`src/rtl/poly_solver_pkg.sv`:
```
// rtl/poly_solver_pkg.sv - shared types, default widths and helpers for poly_solver
package poly_solver_pkg;

  localparam int DEFAULT_DATA_W  = 16;
  localparam int DEFAULT_X_W     = 8;
  localparam int DEFAULT_MAX_DEG = 3;

  typedef enum logic [1:0] {
    IDLE = 2'd0,
    EVAL = 2'd1,
    DONE = 2'd2
  } state_t;

  function automatic int deg_width(input int max_deg);
    return (max_deg < 1) ? 1 : $clog2(max_deg + 1);
  endfunction

endpackage

```
`src/rtl/poly_solver_horner_step.sv`:
```
// rtl/poly_solver_horner_step.sv - one combinational Horner multiply-add step
module horner_step #(
  parameter int DATA_W = 16,
  parameter int X_W    = 8
) (
  input  logic [DATA_W-1:0] acc,
  input  logic [X_W-1:0]    x,
  input  logic [DATA_W-1:0] c,
  output logic [DATA_W-1:0] next_acc,
  output logic              step_ovf
);

  logic [DATA_W+X_W-1:0] prod;
  logic [DATA_W:0]       sum;

  assign prod     = {{X_W{1'b0}}, acc} * {{DATA_W{1'b0}}, x};
  assign sum      = {1'b0, prod[DATA_W-1:0]} + {1'b0, c};
  assign next_acc = sum[DATA_W-1:0];
  // Either a non-zero high product half or the add carry loses information.
  assign step_ovf = (|prod[DATA_W+X_W-1:DATA_W]) | sum[DATA_W];

endmodule

```
`src/rtl/poly_solver.sv`:
```
// rtl/poly_solver.sv - run-time degree polynomial evaluator, one Horner step per clock
module poly_solver
  import poly_solver_pkg::*;
#(
  parameter int  DATA_W  = DEFAULT_DATA_W,
  parameter int  X_W     = DEFAULT_X_W,
  parameter int  MAX_DEG = DEFAULT_MAX_DEG,
  localparam int DEG_W   = deg_width(MAX_DEG)
) (
  input  logic                        clk,
  input  logic                        rst,
  input  logic                        start,
  input  logic [DEG_W-1:0]            deg,
  input  logic [X_W-1:0]              x,
  input  logic [(MAX_DEG+1)*DATA_W-1:0] coeffs,
  output logic [DATA_W-1:0]           result,
  output logic                        zero,
  output logic                        overflow,
  output logic                        completed,
  output logic                        busy
);

  state_t state, state_next;

  logic [X_W-1:0]    x_lat;
  logic [DATA_W-1:0] c_lat [MAX_DEG+1];
  logic [DATA_W-1:0] acc;
  logic [DEG_W-1:0]  cnt;
  logic [DEG_W-1:0]  deg_eff;
  logic              ov;
  logic [DATA_W-1:0] step_acc;
  logic              step_ovf;

  always_comb begin
    deg_eff = deg;
    if (int'(deg) > MAX_DEG) deg_eff = DEG_W'(MAX_DEG);
  end

  horner_step #(
    .DATA_W(DATA_W),
    .X_W   (X_W)
  ) u_step (
    .acc     (acc),
    .x       (x_lat),
    .c       (c_lat[cnt - 1'b1]),
    .next_acc(step_acc),
    .step_ovf(step_ovf)
  );

  always_ff @(posedge clk) begin
    if (rst) state <= IDLE;
    else     state <= state_next;
  end

  always_comb begin
    state_next = state;
    case (state)
      IDLE:    if (start) state_next = (deg_eff == '0) ? DONE : EVAL;
      EVAL:    if (cnt == DEG_W'(1)) state_next = DONE;
      DONE:    state_next = IDLE;
      default: state_next = IDLE;
    endcase
  end

  assign busy = (state != IDLE);

  always_ff @(posedge clk) begin
    if (rst) begin
      x_lat     <= '0;
      acc       <= '0;
      cnt       <= '0;
      ov        <= 1'b0;
      result    <= '0;
      zero      <= 1'b0;
      overflow  <= 1'b0;
      completed <= 1'b0;
      for (int k = 0; k <= MAX_DEG; k++) c_lat[k] <= '0;
    end else begin
      completed <= 1'b0;
      case (state)
        IDLE: if (start) begin
          x_lat <= x;
          for (int k = 0; k <= MAX_DEG; k++) c_lat[k] <= coeffs[k*DATA_W +: DATA_W];
          acc <= coeffs[deg_eff*DATA_W +: DATA_W];
          cnt <= deg_eff;
          ov  <= 1'b0;
        end
        EVAL: begin
          acc <= step_acc;
          ov  <= ov | step_ovf;
          cnt <= cnt - 1'b1;
        end
        DONE: begin
          result    <= acc;
          zero      <= (acc == '0);
          overflow  <= ov;
          completed <= 1'b1;
        end
        default: ;
      endcase
    end
  end

endmodule

```
`config.mk`:
```
export PLATFORM = sky130hd
export DESIGN_NAME = poly_solver
export DESIGN_NICKNAME = d
export VERILOG_FILES = /design/src/rtl/poly_solver_pkg.sv /design/src/rtl/poly_solver_horner_step.sv /design/src/rtl/poly_solver.sv
export SDC_FILE = /design/constraint.sdc
export NUM_CORES = 1
export LEC_CHECK = 0
export CAP_MARGIN = 30
export CORE_MARGIN = 2
export CORE_UTILIZATION = 59
export CTS_BUF_LIST = sky130_fd_sc_hd__clkbuf_16
export DETAILED_ROUTE_END_ITERATION = 10
export HOLD_SLACK_MARGIN = 0.08
export PLACE_DENSITY = 0.82
export SYNTH_ARGS = -nofsm -noshare
export SYNTH_HDL_FRONTEND = slang
export SYNTH_HIERARCHICAL = 1
export SYNTH_SLANG_ARGS = --single-unit
```
`constraint.sdc`:
```
create_clock -name clk -period 6.3 [get_ports clk]
set_input_delay 0.63 -clock clk [delete_from_list [all_inputs] [get_ports clk]]
set_output_delay 0.63 -clock clk [all_outputs]
set_load 0.02 [all_outputs]
```
Word level (Yosys, flattened, before mapping) --
Memory sizes are Yosys's and may differ from the RTL's. Cells that the tools add are included.
Word-level totals: latch bits 0, memories 1, input port bits 77, bits in writable memories 64, register bits after elaboration 48, bits in read-only memories 0
Memories:
- c_lat | depth 4, bits a word 16, read ports 1, clocked after memory_dff 0, write ports 4, line poly_solver.sv:26 | logic [DATA_W-1:0] c_lat [MAX_DEG+1];
Cells by class: $add $sub $neg 2, reductions and logical operators 9, divide/modulo/power cells 0, bitwise gates (word level) 6, equality and inequality tests 5, multiplexer cells 21, multiply operators 1, shift operators 1, magnitude comparators 0
Operators by type and width (number):
- 16-bit 2-to-1 mux | 5
- 64-bit by 7-bit variable part select with 16-bit output | 1
- 16-bit case mux with 2 select lines | 1
- 16-bit by 8-bit multiplier with 24-bit output | 1
- 16-bit by 16-bit adder with 17-bit output | 1
- 16-bit logical NOT | 1
- 1-bit 2-to-1 mux | 8
- 2-bit 2-to-1 mux | 4
- 2-bit case mux with 2 select lines | 2
- 8-bit OR reduction | 1
- 1-bit bitwise OR | 6
- 2-bit AND reduction | 3
- 2-bit by 1-bit == test with 1-bit output, second input constant | 2
- 2-bit logical NOT | 2
- 2-bit inequality test, second input constant | 2
- 2-bit nonzero test | 2
- 2-bit == test, second input constant | 1
- 1-bit case mux with 2 select lines | 1
- 2-bit by 1-bit subtractor with 2-bit output, second input constant | 1

Depth between registers and ports, before layout --
Gate-level depths: netlist (run 1). An unclocked memory read counts as a cell.
depth in word-level cells 6, mapped depth 26

Cells and area by module --
Netlist (run 1), hierarchy kept.
Modules (own cells, without submodules):
- poly_solver | times used 1, area each 5032.3 µm², cells each 416
- horner_step | times used 1, area each 4842.1 µm², cells each 571

Worst setup path after synthesis (run 1) --
Ideal clock, no wire load.
path kind register -> register, start reg x_lat[7], end reg ov, arrival time 5.265 ns, path slack 0.833 ns, data required time 6.098 ns, path buffers 1, clock period less this slack 5.467 ns, cell stages (with the launch flop) 25, cells stage by stage dfxtp_1 clkbuf_1 nand2_1 fa_1 fa_1 inv_1 fa_1 inv_1 fa_1 inv_1 ha_1 o211ai_1 o211ai_1 nand2_1 o21ai_0 xor2_1 ha_1 a21o_1 a21oi_1 o221a_2 nand4_1 nor3_2 nand4_1 a21oi_1 nor2_1
Between the ends: cells in the longest elaborated chain, start to end 5, elaborated cells between the ends (all ways) 6, those cells by class add/sub (1); mul (1); mux (1); bitwise (2); reduce/logical (1)
RTL lines:
- from (decl) | line poly_solver.sv:25 | logic [X_W-1:0] x_lat;
- from (signal assigned) | line poly_solver.sv:69 | x_lat <= '0;
- from (signal assigned) | line poly_solver.sv:82 | x_lat <= x;
- 16-bit by 8-bit multiplier with 24-bit output (*) | line poly_solver_horner_step.sv:16 | assign prod = {{X_W{1'b0}}, acc} * {{DATA_W{1'b0}}, x};
- 16-bit by 16-bit adder with 17-bit output / 8-bit OR reduction (equally long branches) | line poly_solver_horner_step.sv:17, poly_solver_horner_step.sv:20
- 1-bit bitwise OR (*) | line poly_solver_horner_step.sv:20 | assign step_ovf = (|prod[DATA_W+X_W-1:DATA_W]) | sum[DATA_W];
- via step_ovf | line poly_solver.sv:32 | logic step_ovf;
- 1-bit bitwise OR (*) | line poly_solver.sv:90 | ov <= ov | step_ovf;
- 1-bit case mux with 2 select lines (*) | line poly_solver.sv:80 | case (state)
- to (signal assigned) | line poly_solver.sv:90
- to (decl) | line poly_solver.sv:30 | logic ov;
The timed path passes the listed nets; every way through them passes the cells marked *. A chain may end at the register's enable or synchronous reset.

Final worst setup path (run 1) --
start reg x_lat[2], end reg ov
Same word-level chain as after synthesis.

==> results of run 1 <==
kinds of logic (layout without fill, tap and decap cells):
kind of cell | count (synthesis) | in the layout | share of synthesized area [%]
and+or+nand+nor | 390 | 390 | 20.79
adders and majority gates | 147 | 147 | 25.09
buffers and inverters | 146 | 224 | 6.196
AOI/OAI and AO/OA | 129 | 129 | 8.528
DFF | 112 | 112 | 29.19
muxes | 37 | 37 | 7.894
xor gates and xnor gates | 26 | 26 | 2.306
registers in the layout, summed over array words and instances, names as in the netlist:
name       count
x_lat          8
acc           16
overflow       1
result        16
state          2
cnt            2
c_lat         64
ov             1
zero           1
completed      1
cells in the mapped netlist (all sizes together), types with 2 or more instances:
cell type and count:
a211oi 16, a21o 9, a21oi 53, a221oi 2
a311oi 3, a31oi 3, and2 167, and2b 2
buf 19, clkbuf 23, dfxtp 48, edfxtp 64
fa 85, ha 62, inv 104, mux2i 4
mux4 32, nand2 102, nand2b 4, nand3 7
nand3b 2, nand4 3, nor2 61, nor2b 2
nor3 14, nor3b 5, nor4 14, nor4b 2
o2111ai 2, o211ai 4, o21a 3, o21ai 19
o21bai 2, or2 2, xnor2 20, xor2 6
layout by cell type, fill, tap and decap left out, types with 15 or more instances in the layout:
master / count
edfxtp_1: 64
clkdlybuf4s50_1: 96
mux4_2: 32
fa_1: 85
and2_1: 166
xnor2_1: 20
a21oi_1: 53
o21ai_0: 15
a211oi_1: 15
ha_1: 62
nand2_1: 102
inv_1: 104
nor2_1: 60
dfxtp_1: 45
power breakdown:
part	internal [mW]	switching, mW
Clock	0.273	0.279
Combinational	0.397	0.468
Sequential	0.844	0.0902
worst register-to-register path, delay by kind of cell (launching register included):
kind / cells / cell delay [ns]
adders and majority gates: 6 / 2.66
AOI/OAI and AO/OA: 7 / 1.41
and+or+nand+nor: 6 / 0.81
DFF: 1 / 0.67
xor gates and xnor gates: 1 / 0.18
buffers and inverters: 2 / 0.10
layout make-up:
class                      instances  share of cell area, %
clock inverter                     7                 0.4677
sequential                       112                  25.69
clock buffer                       9                  2.004
multi-input combinational        729                  56.80
tap                              220                  2.450
timing repair buffer             104                  9.119
inverter                         104                  3.474
through the flow:
step | hold slack, ns | area (µm²) | power [mW] | std cells
2_1_floorplan | 0.4316 | 9874 | 1.542 | 987
3_3_place_gp | 0.4432 | 10940 | 1.772 | 1267
3_5_place_dp | 0.4478 | 10960 | 1.794 | 1269
4_1_cts | 0.4571 | 11230 | 2.347 | 1285
5_1_grt | 0.4702 | 11240 | 2.479 | 1285
6_report | 0.4566 | 11240 | 2.351 | 1285
layer usage:
layer	track usage [%]	share of wire [%]
met5	0	0
met4	10.28	3.0
met3	4.528	6.9
met2	43.70	48
met1	36.76	42
worst paths after layout:
check / endpoint / slack [ns] / cells past startpoint
setup / recovery: ov / 0.34 / 22
hold / removal: result[9] / 0.46 / 2
setup reg to reg: ov / 0.34 / 22
hold reg to reg: result[9] / 0.46 / 2
==> impl_metrics.py, run 1 <==
metrics = {
    "finish": {
        "n_antenna_cell": 0,
        "areaGrowthSynthToFinish_pct": 13.80,
        "final_util_pct": 68.24,
        "regArea_mm2": 0.002887,
        "drive_gt1_share_pct": 7.230,
        "fillers": 1240,
        "multi_input_area_mm2": 0.006382,
        "fin_nets": 1284,
    },
    "run": {
        "drv_cap": 0,
    },
    "pwr": {
        "peakVddDrop_uv": 149.8,
        "leakage_nw": 4.813,
        "power_density_mw_per_mm2": 209.2,
    },
    "worst_setup_path": {
        "cp_top_family": "adder cells",
        "crit_chain": "and2_1 > fa_1 > fa_1 > fa_1 > inv_1 > fa_1 > inv_1 > ha_1 > o211ai_1 > o211ai_1 > nand2_1 > o21ai_0 > xor2_1 > ha_1 > a21o_1 > a21oi_1 > o221a_2 > nand4_1 > nor3_2 > nand4_1 > a21oi_1 > nor2_1",
        "worstSetupPathType": "reg2reg",
        "crit_arrival_ns": 6.18,
        "critPathLaunch": "x_lat[2]",
        "end_kind": "flip-flop",
        "crit_top_cell": "fa_1",
        "start_kind": "flip-flop",
        "cp.required_ns": 6.53,
        "worstPathMaxFanout": 17,
        "cp.buffers_inverters": 2,
        "worstReg2RegStart": "x_lat[2]",
        "cpPeakStageDelay_ns": 0.67,
        "cp_slowest_cell": "dfxtp_1",
    },
    "placed_design": {
        "gp_congestion": 0.9225,
        "hpwl_mm": 17.44,
        "place_ws_ns": 0.4458,
        "port_buffers": 96,
    },
    "grt": {
        "grt_first_pass_wirelength_mm": 37.54,
        "grt_remaining_overflow": 0,
        "gr-usage-all-layers_pct": 26.97,
        "grt_max_degree": 66,
        "antenna_found_initial": 0,
        "grt_pass1_vias": 7441,
    },
    "synth": {
        "ys_ff_latch": 112,
        "synth_fp_nets": 1211,
        "synth_top_area_share_pct": 19.46,
        "netlist_area_mm2": 0.009874,
        "synthFlopType": "edfxtp_1",
        "synth_area_leaders": "edfxtp_1 (19%), fa_1 (17%), and2_1 (11%)",
        "synth_cells": 987,
        "synth-edff-count": 64,
        "yosysTopAreaCell": "edfxtp_1",
        "post_synth.cell_area_avg_um2": 10.00,
        "yosysWarningCount": 6,
        "yosysSeqAreaShare_pct": 29.19,
        "async_flop_share_pct": 0,
        "netlist-cell-type-count": 69,
    },
    "routing": {
        "ant_nets": 0,
        "dr.first_iter.drc_count": 675,
        "vias": 7513,
        "totalWireLength_mm": 23.05,
        "viasPerCell": 5.847,
        "drtPass1Iterations": 5,
        "remaining_drc_errors": 0,
        "wl_per_cell_um": 17.94,
    },
    "cts": {
        "numCtsBuffers": 9,
        "path_clk_slew_ns": 0.07,
        "cts.path.max_buffers": 2,
        "cts_resized": 0,
        "cts_hold_buffers": 0,
        "cts_setup_buffers": 0,
        "cts_sinks": 112,
        "cts_htree_levels": 3,
        "insertion_delay_ns": 0.36,
        "cts.root.buffer_cell": "clkbuf_16",
        "cts_tree": "done",
    },
    "min_path": {
        "hold_start": "result[9]",
        "hold_class": "reg2reg",
    },
    "timing": {
        "finalCritPeriodShare_pct": 94.55,
        "slew_violations": 0,
        "tightest_slew_ns": 0.9597,
        "rsz0062_at_grt": "false",
        "finClkSkew_ns": 0.007260,
        "max_slew_margin_pct": 35.82,
        "finalSetupViolCount": 0,
        "hold_violations": 0,
        "setup_ws_ns": 0.3432,
        "tns_ns": 0,
        "fin_crit_ns": 5.957,
        "max_clock_freq_mhz": 167.9,
    },
    "run_status": {
        "status": "finished, final reports clean",
    },
    "floorplan": {
        "die-area_mm2": 0.01779,
        "start_util_pct": 59.97,
        "num_rows": 47,
        "coreArea_mm2": 0.01647,
        "die_h_um": 133.4,
        "io_pins": 97,
        "die_w_um": 133.4,
    },
}
No activity file was read; power rests on OpenSTA's default activity.
==> inputs of run 2 (changes only) <==
CTS_CLUSTER_DIAMETER = 60   (was default)
==> results of run 2 <==
No change in the layout: final DEF, timing and power equal those of run 1.
==> inputs of run 3 (changes only) <==
GPL_ROUTABILITY_DRIVEN = 1   (was default)
==> results of run 3 <==
No change in the layout: final DEF, timing and power equal those of run 1.
